File: src/rtl/result_frame_rx.sv
// result_frame_rx: reassembles 10-byte result frames (header, word_a, word_b, xor checksum).
// Ports: clk/rst_n, ena, in_byte/in_valid in; busy, res_valid, mode, word_a, word_b,
//        err_chk, err_timeout, frame_cnt out.
module result_frame_rx #(
  parameter logic [3:0] SYNC           = 4'hA,
  parameter int         TIMEOUT_CYCLES = 64,
  parameter int         CW             = 16
) (
  input  logic        clk,
  input  logic        rst_n,
  input  logic        ena,
  input  logic [7:0]  in_byte,
  input  logic        in_valid,
  output logic        busy,
  output logic        res_valid,
  output logic [2:0]  mode,
  output logic [31:0] word_a,
  output logic [31:0] word_b,
  output logic        err_chk,
  output logic        err_timeout,
  output logic [7:0]  frame_cnt
);

  typedef enum logic [1:0] {
    S_IDLE,
    S_A,
    S_B,
    S_CHK
  } state_e;

  localparam logic [CW-1:0] TO_LAST = CW'(TIMEOUT_CYCLES - 1);

  state_e        state_q, state_d;
  logic [3:0]    idx_q, idx_d;
  logic [7:0]    sum_q, sum_d;
  logic [2:0]    mtmp_q, mtmp_d;
  logic [31:0]   tmp_a_q, tmp_a_d;
  logic [31:0]   tmp_b_q, tmp_b_d;
  logic [CW-1:0] cnt_q, cnt_d;
  logic [2:0]    mode_q, mode_d;
  logic [31:0]   word_a_q, word_a_d;
  logic [31:0]   word_b_q, word_b_d;
  logic          rv_q, rv_d;
  logic          ec_q, ec_d;
  logic          et_q, et_d;
  logic [7:0]    fcnt_q, fcnt_d;
  logic          is_hdr;

  assign is_hdr = (in_byte[7:4] == SYNC) && !in_byte[3];

  always_comb begin
    state_d  = state_q;
    idx_d    = idx_q;
    sum_d    = sum_q;
    mtmp_d   = mtmp_q;
    tmp_a_d  = tmp_a_q;
    tmp_b_d  = tmp_b_q;
    cnt_d    = cnt_q;
    mode_d   = mode_q;
    word_a_d = word_a_q;
    word_b_d = word_b_q;
    fcnt_d   = fcnt_q;
    rv_d     = 1'b0;
    ec_d     = 1'b0;
    et_d     = 1'b0;
    if (state_q == S_IDLE) begin
      cnt_d = '0;
      if (ena && in_valid && is_hdr) begin
        mtmp_d  = in_byte[2:0];
        sum_d   = in_byte;
        idx_d   = 4'd1;
        state_d = S_A;
      end
    end else if (ena) begin
      if (in_valid) begin
        cnt_d = '0;
        sum_d = sum_q ^ in_byte;
        idx_d = idx_q + 4'd1;
        unique case (1'b1)
          state_q == S_A: begin
            tmp_a_d = {tmp_a_q[23:0], in_byte};
            if (idx_q == 4'd4) state_d = S_B;
          end
          state_q == S_B: begin
            tmp_b_d = {tmp_b_q[23:0], in_byte};
            if (idx_q == 4'd8) state_d = S_CHK;
          end
          default: begin
            // checksum byte: commit all three fields at once or none
            if (in_byte == sum_q) begin
              mode_d   = mtmp_q;
              word_a_d = tmp_a_q;
              word_b_d = tmp_b_q;
              fcnt_d   = fcnt_q + 8'd1;
              rv_d     = 1'b1;
            end else begin
              ec_d = 1'b1;
            end
            idx_d   = 4'd0;
            state_d = S_IDLE;
          end
        endcase
      end else if (cnt_q == TO_LAST) begin
        // this idle cycle is the TIMEOUT_CYCLES-th since the last byte
        et_d    = 1'b1;
        cnt_d   = '0;
        idx_d   = 4'd0;
        state_d = S_IDLE;
      end else begin
        cnt_d = cnt_q + 1'b1;
      end
    end
  end

  always_ff @(posedge clk or negedge rst_n) begin
    if (!rst_n) begin
      state_q  <= S_IDLE;
      idx_q    <= '0;
      sum_q    <= '0;
      mtmp_q   <= '0;
      tmp_a_q  <= '0;
      tmp_b_q  <= '0;
      cnt_q    <= '0;
      mode_q   <= '0;
      word_a_q <= '0;
      word_b_q <= '0;
      fcnt_q   <= '0;
      rv_q     <= 1'b0;
      ec_q     <= 1'b0;
      et_q     <= 1'b0;
    end else begin
      state_q  <= state_d;
      idx_q    <= idx_d;
      sum_q    <= sum_d;
      mtmp_q   <= mtmp_d;
      tmp_a_q  <= tmp_a_d;
      tmp_b_q  <= tmp_b_d;
      cnt_q    <= cnt_d;
      mode_q   <= mode_d;
      word_a_q <= word_a_d;
      word_b_q <= word_b_d;
      fcnt_q   <= fcnt_d;
      rv_q     <= rv_d;
      ec_q     <= ec_d;
      et_q     <= et_d;
    end
  end

  assign busy        = (state_q != S_IDLE);
  assign res_valid   = rv_q;
  assign err_chk     = ec_q;
  assign err_timeout = et_q;
  assign mode        = mode_q;
  assign word_a      = word_a_q;
  assign word_b      = word_b_q;
  assign frame_cnt   = fcnt_q;

endmodule

File: config.mk
export PLATFORM = sky130hd
export DESIGN_NAME = result_frame_rx
export DESIGN_NICKNAME = d
export VERILOG_FILES = /design/src/rtl/result_frame_rx.sv
export SDC_FILE = /design/constraint.sdc
export NUM_CORES = 1
export LEC_CHECK = 0
export ABC_AREA = 0
export BUFFER_PORTS_ARGS = -buffer_cell sky130_fd_sc_hd__clkbuf_2
export CAP_MARGIN = 10
export CORE_MARGIN = 8
export CORE_UTILIZATION = 60
export CTS_BUF_LIST = sky130_fd_sc_hd__clkbuf_4 sky130_fd_sc_hd__clkbuf_8
export DETAILED_ROUTE_END_ITERATION = 7
export PLACE_DENSITY = 0.84
export SLEW_MARGIN = 20
export SYNTH_ARGS = -nofsm -noshare
export SYNTH_HDL_FRONTEND = slang
export SYNTH_SLANG_ARGS = --single-unit
export TNS_END_PERCENT = 100
File: constraint.sdc
create_clock -name clk -period 2.9 [get_ports clk]
set_clock_uncertainty 0.1 [all_clocks]
set_input_delay 0.145 -clock clk [delete_from_list [all_inputs] [get_ports clk]]
set_output_delay 0.145 -clock clk [all_outputs]
set_load 0.05 [all_outputs]
==> flow_metrics.tcl <==
set metrics [dict create \
    critPathKind "flip-flop to flip-flop" \
    gp_congestion 0.842 \
    fill_cells 734 \
    clk_pin_slew_ps 90 \
    min_path_type "input port to async pin" \
    stdcell_count 766 \
    drc 0 \
    dp.cells 723 \
    p_sw_frac 0.287 \
    grt_pass1_wl_mm 23.3 \
    first_iter_violations 227 \
    min_period_ps 2390 \
    cts_num_sinks 175 \
    cts_tree "done" \
    syn2layout_area_growth_pct 17.2 \
    routed_wl_mm 13.7 \
    status "completed" \
    p_leak_nw 4.25 \
    clockRootBuffer "clkbuf_8" \
    pwr-share-clk 0.290 \
    place_area_um2 7760 \
    dr_total_vias 4247 \
    synth-async-reset-ratio 1.00 \
    synth_nets 523 \
    grt_max_degree 84 \
    syn_area_per_cell_um2 14.1 \
    worstSkewPairLatency_ps 460 \
    utilization 0.725 \
    pin_count 91 \
    max_freq_ghz 0.418 \
    h-tree-depth 4 \
    startpoint_type "flip-flop" \
    p_int_w 0.00444 \
    overflow 0 \
    ys_seq_elements 175 \
    ys_seq_area_frac 0.617 \
    place.detailed.hpwl_mm 9.40 \
    syn_inst 503 \
    antenna_found_initial 0 \
    vias_per_cell 5.54 \
    worstMarginPinSlew_ps 547 \
    synth_top_cell_by_area "dfrtp_1" \
    antenna_cells 0 \
    powerDensity_nw_per_um2 748 \
    netlist_top_cells_area "dfrtp_1, mux2_2, xor2_1" \
    worst-path-max-fanout 5 \
    grt_util_all_layers 0.185 \
    vdd_ir_drop_max_uv 568 \
    antenna_left 0 \
    finalSetupViolCount 0 \
    yosysTopAreaCellShare 0.617 \
    post-route-period-util 0.826 \
    slew_headroom 0.636 \
    setup_tns_ps 0 \
    rsz0062_at_grt "no" \
    cts.path.max_buffers 2 \
    yosysWarnings 0 \
    synth_cell_types 39 \
    p_sw_w 0.00179 \
    finalHoldViolations 0 \
    drv_cap 0 \
    postLayoutCellArea_um2 8320 \
    grt_pass1_vias 4538 \
    seqCellArea_um2 4380 \
    layout-drive-gt1-share 0.437 \
    multi_input_area_um2 2620 \
    die_area_um2 15600 \
    syn_area_um2 7100 \
    final_nets 631 \
    start_util 0.619 \
    cts_buffers 17 \
    pwr-share-seq 0.519 \
    synth.most_common_cell "dfrtp_1" \
    first_pass_iters 4 \
    coreArea_um2 11500 \
    die_h_um 125 \
    ys.flop_type "dfrtp_1" \
    report.final.slew_viol_count 0 \
    p_comb_frac 0.191 \
    fp.dieW_um 125 \
    critPathArrivalTime_ps 2700 \
    pre_cts_slack_ps 555 \
    worstSetupEndpointType "flip-flop" \
    portBuffers 90 \
    num_rows 39 \
    synth_edf_count 0 \
    ys_top_cells_by_count "dfrtp_1, mux2_2, nor2_1" \
    wl_per_cell_um 17.8 \
    fin_ws_ps 505 \
    required_ps 3210 \
]
through the flow:
step                hold slack, ps  total power (W)
finish                         115          0.00622
global route                   130          0.00655
CTS                            110          0.00627
detailed placement            51.6          0.00444
global placement              38.8          0.00432
floorplan                     -251          0.00405
repair_timing:
action                                 4_1_cts  5_1_grt
hold buffers                                12        0
setup buffers                                0        0
gates resized for setup                      0        0
endpoints found under the hold margin       89        0
cells by family (layout without fill, tap and decap cells):
group,Yosys count,after routing,share of synthesized area
flops,175,175,0.617
fa+ha+maj,8,8,0.0141
buf+inv,28,148,0.0162
xor+xnor,29,29,0.0358
simple gates,88,88,0.0675
compound gates,37,37,0.0310
mux,138,138,0.218
cell type report:
cell class | count | share of cell area
Sequential cell | 175 | 0.527
Multi-Input combinational cell | 300 | 0.315
Timing Repair Buffer | 109 | 0.0817
Clock buffer | 20 | 0.0323
Tap cell | 143 | 0.0215
Clock inverter | 11 | 0.0197
Inverter | 8 | 0.00361
power groups by stage:
stage	combinational [W]	clock, W	sequential [W]
floorplan	0.000877	0	0.00317
global placement	0.00110	0	0.00321
detailed placement	0.00117	0	0.00327
CTS	0.00120	0.00185	0.00322
global route	0.00132	0.00194	0.00328
finish	0.00119	0.00181	0.00323
worst max-delay path, stage by stage (launching register included):
cell,delay (ps)
dfrtp_1,440
or4_4,540
nor4_4,370
nor4b_1,300
dlygate4sd3_1,600
cell usage in the layout (no fill, tap or decap), drive strengths merged, types with 3 or more instances in the layout:
cell type / netlist / routed
dfrtp: 175 / 175
mux2: 135 / 135
clkbuf: 8 / 109
nor2: 22 / 22
xor2: 19 / 19
a21oi: 17 / 17
nand2: 16 / 16
nand3: 16 / 16
o21ai: 12 / 12
dlygate4sd3: 0 / 12
xnor2: 10 / 10
nand4: 8 / 8
ha: 8 / 8
buf: 12 / 8
inv: 7 / 7
and3: 6 / 6
clkinv: 1 / 6
bufinv: 0 / 4
nor4: 4 / 4
mux2i: 3 / 3
or4: 3 / 3
layer usage:
metal  vias up  part of all wire  global-route usage
li1       2000                 -                   -
met2        77              0.51               0.307
met3        26             0.040              0.0600
met5         -                 0                   0
met1      2144              0.42               0.217
met4         0             0.021              0.0737
state kept, by name, indices dropped and copies added, names as in the netlist:
| name | count |
|---|---|
| sum_q | 8 |
| word_a | 32 |
| err_timeout | 1 |
| frame_cnt | 8 |
| tmp_b_q | 32 |
| tmp_a_q | 32 |
| state_q | 2 |
| mode | 3 |
| word_b | 32 |
| res_valid | 1 |
| mtmp_q | 3 |
| cnt_q | 16 |
| idx_q | 4 |
| err_chk | 1 |
final timing paths:
check	startpoint	end	slack (ps)	cells after the start
worst min register to register	frame_cnt[7]$_DFFE_PN0P_	frame_cnt[7]$_DFFE_PN0P_	370	1
worst max-delay path	cnt_q[10]$_DFFE_PN0P_	err_timeout$_DFF_PN0_	510	4
min in group clk	frame_cnt[7]$_DFFE_PN0P_	frame_cnt[7]$_DFFE_PN0P_	370	1
max in group asynchronous	rst_n	tmp_a_q[13]$_DFFE_PN0P_	1750	3
worst max register to register	cnt_q[10]$_DFFE_PN0P_	err_timeout$_DFF_PN0_	510	4
worst min-delay path	rst_n	tmp_b_q[2]$_DFFE_PN0P_	110	2
Note: power is estimated with default switching activity, not from simulation.
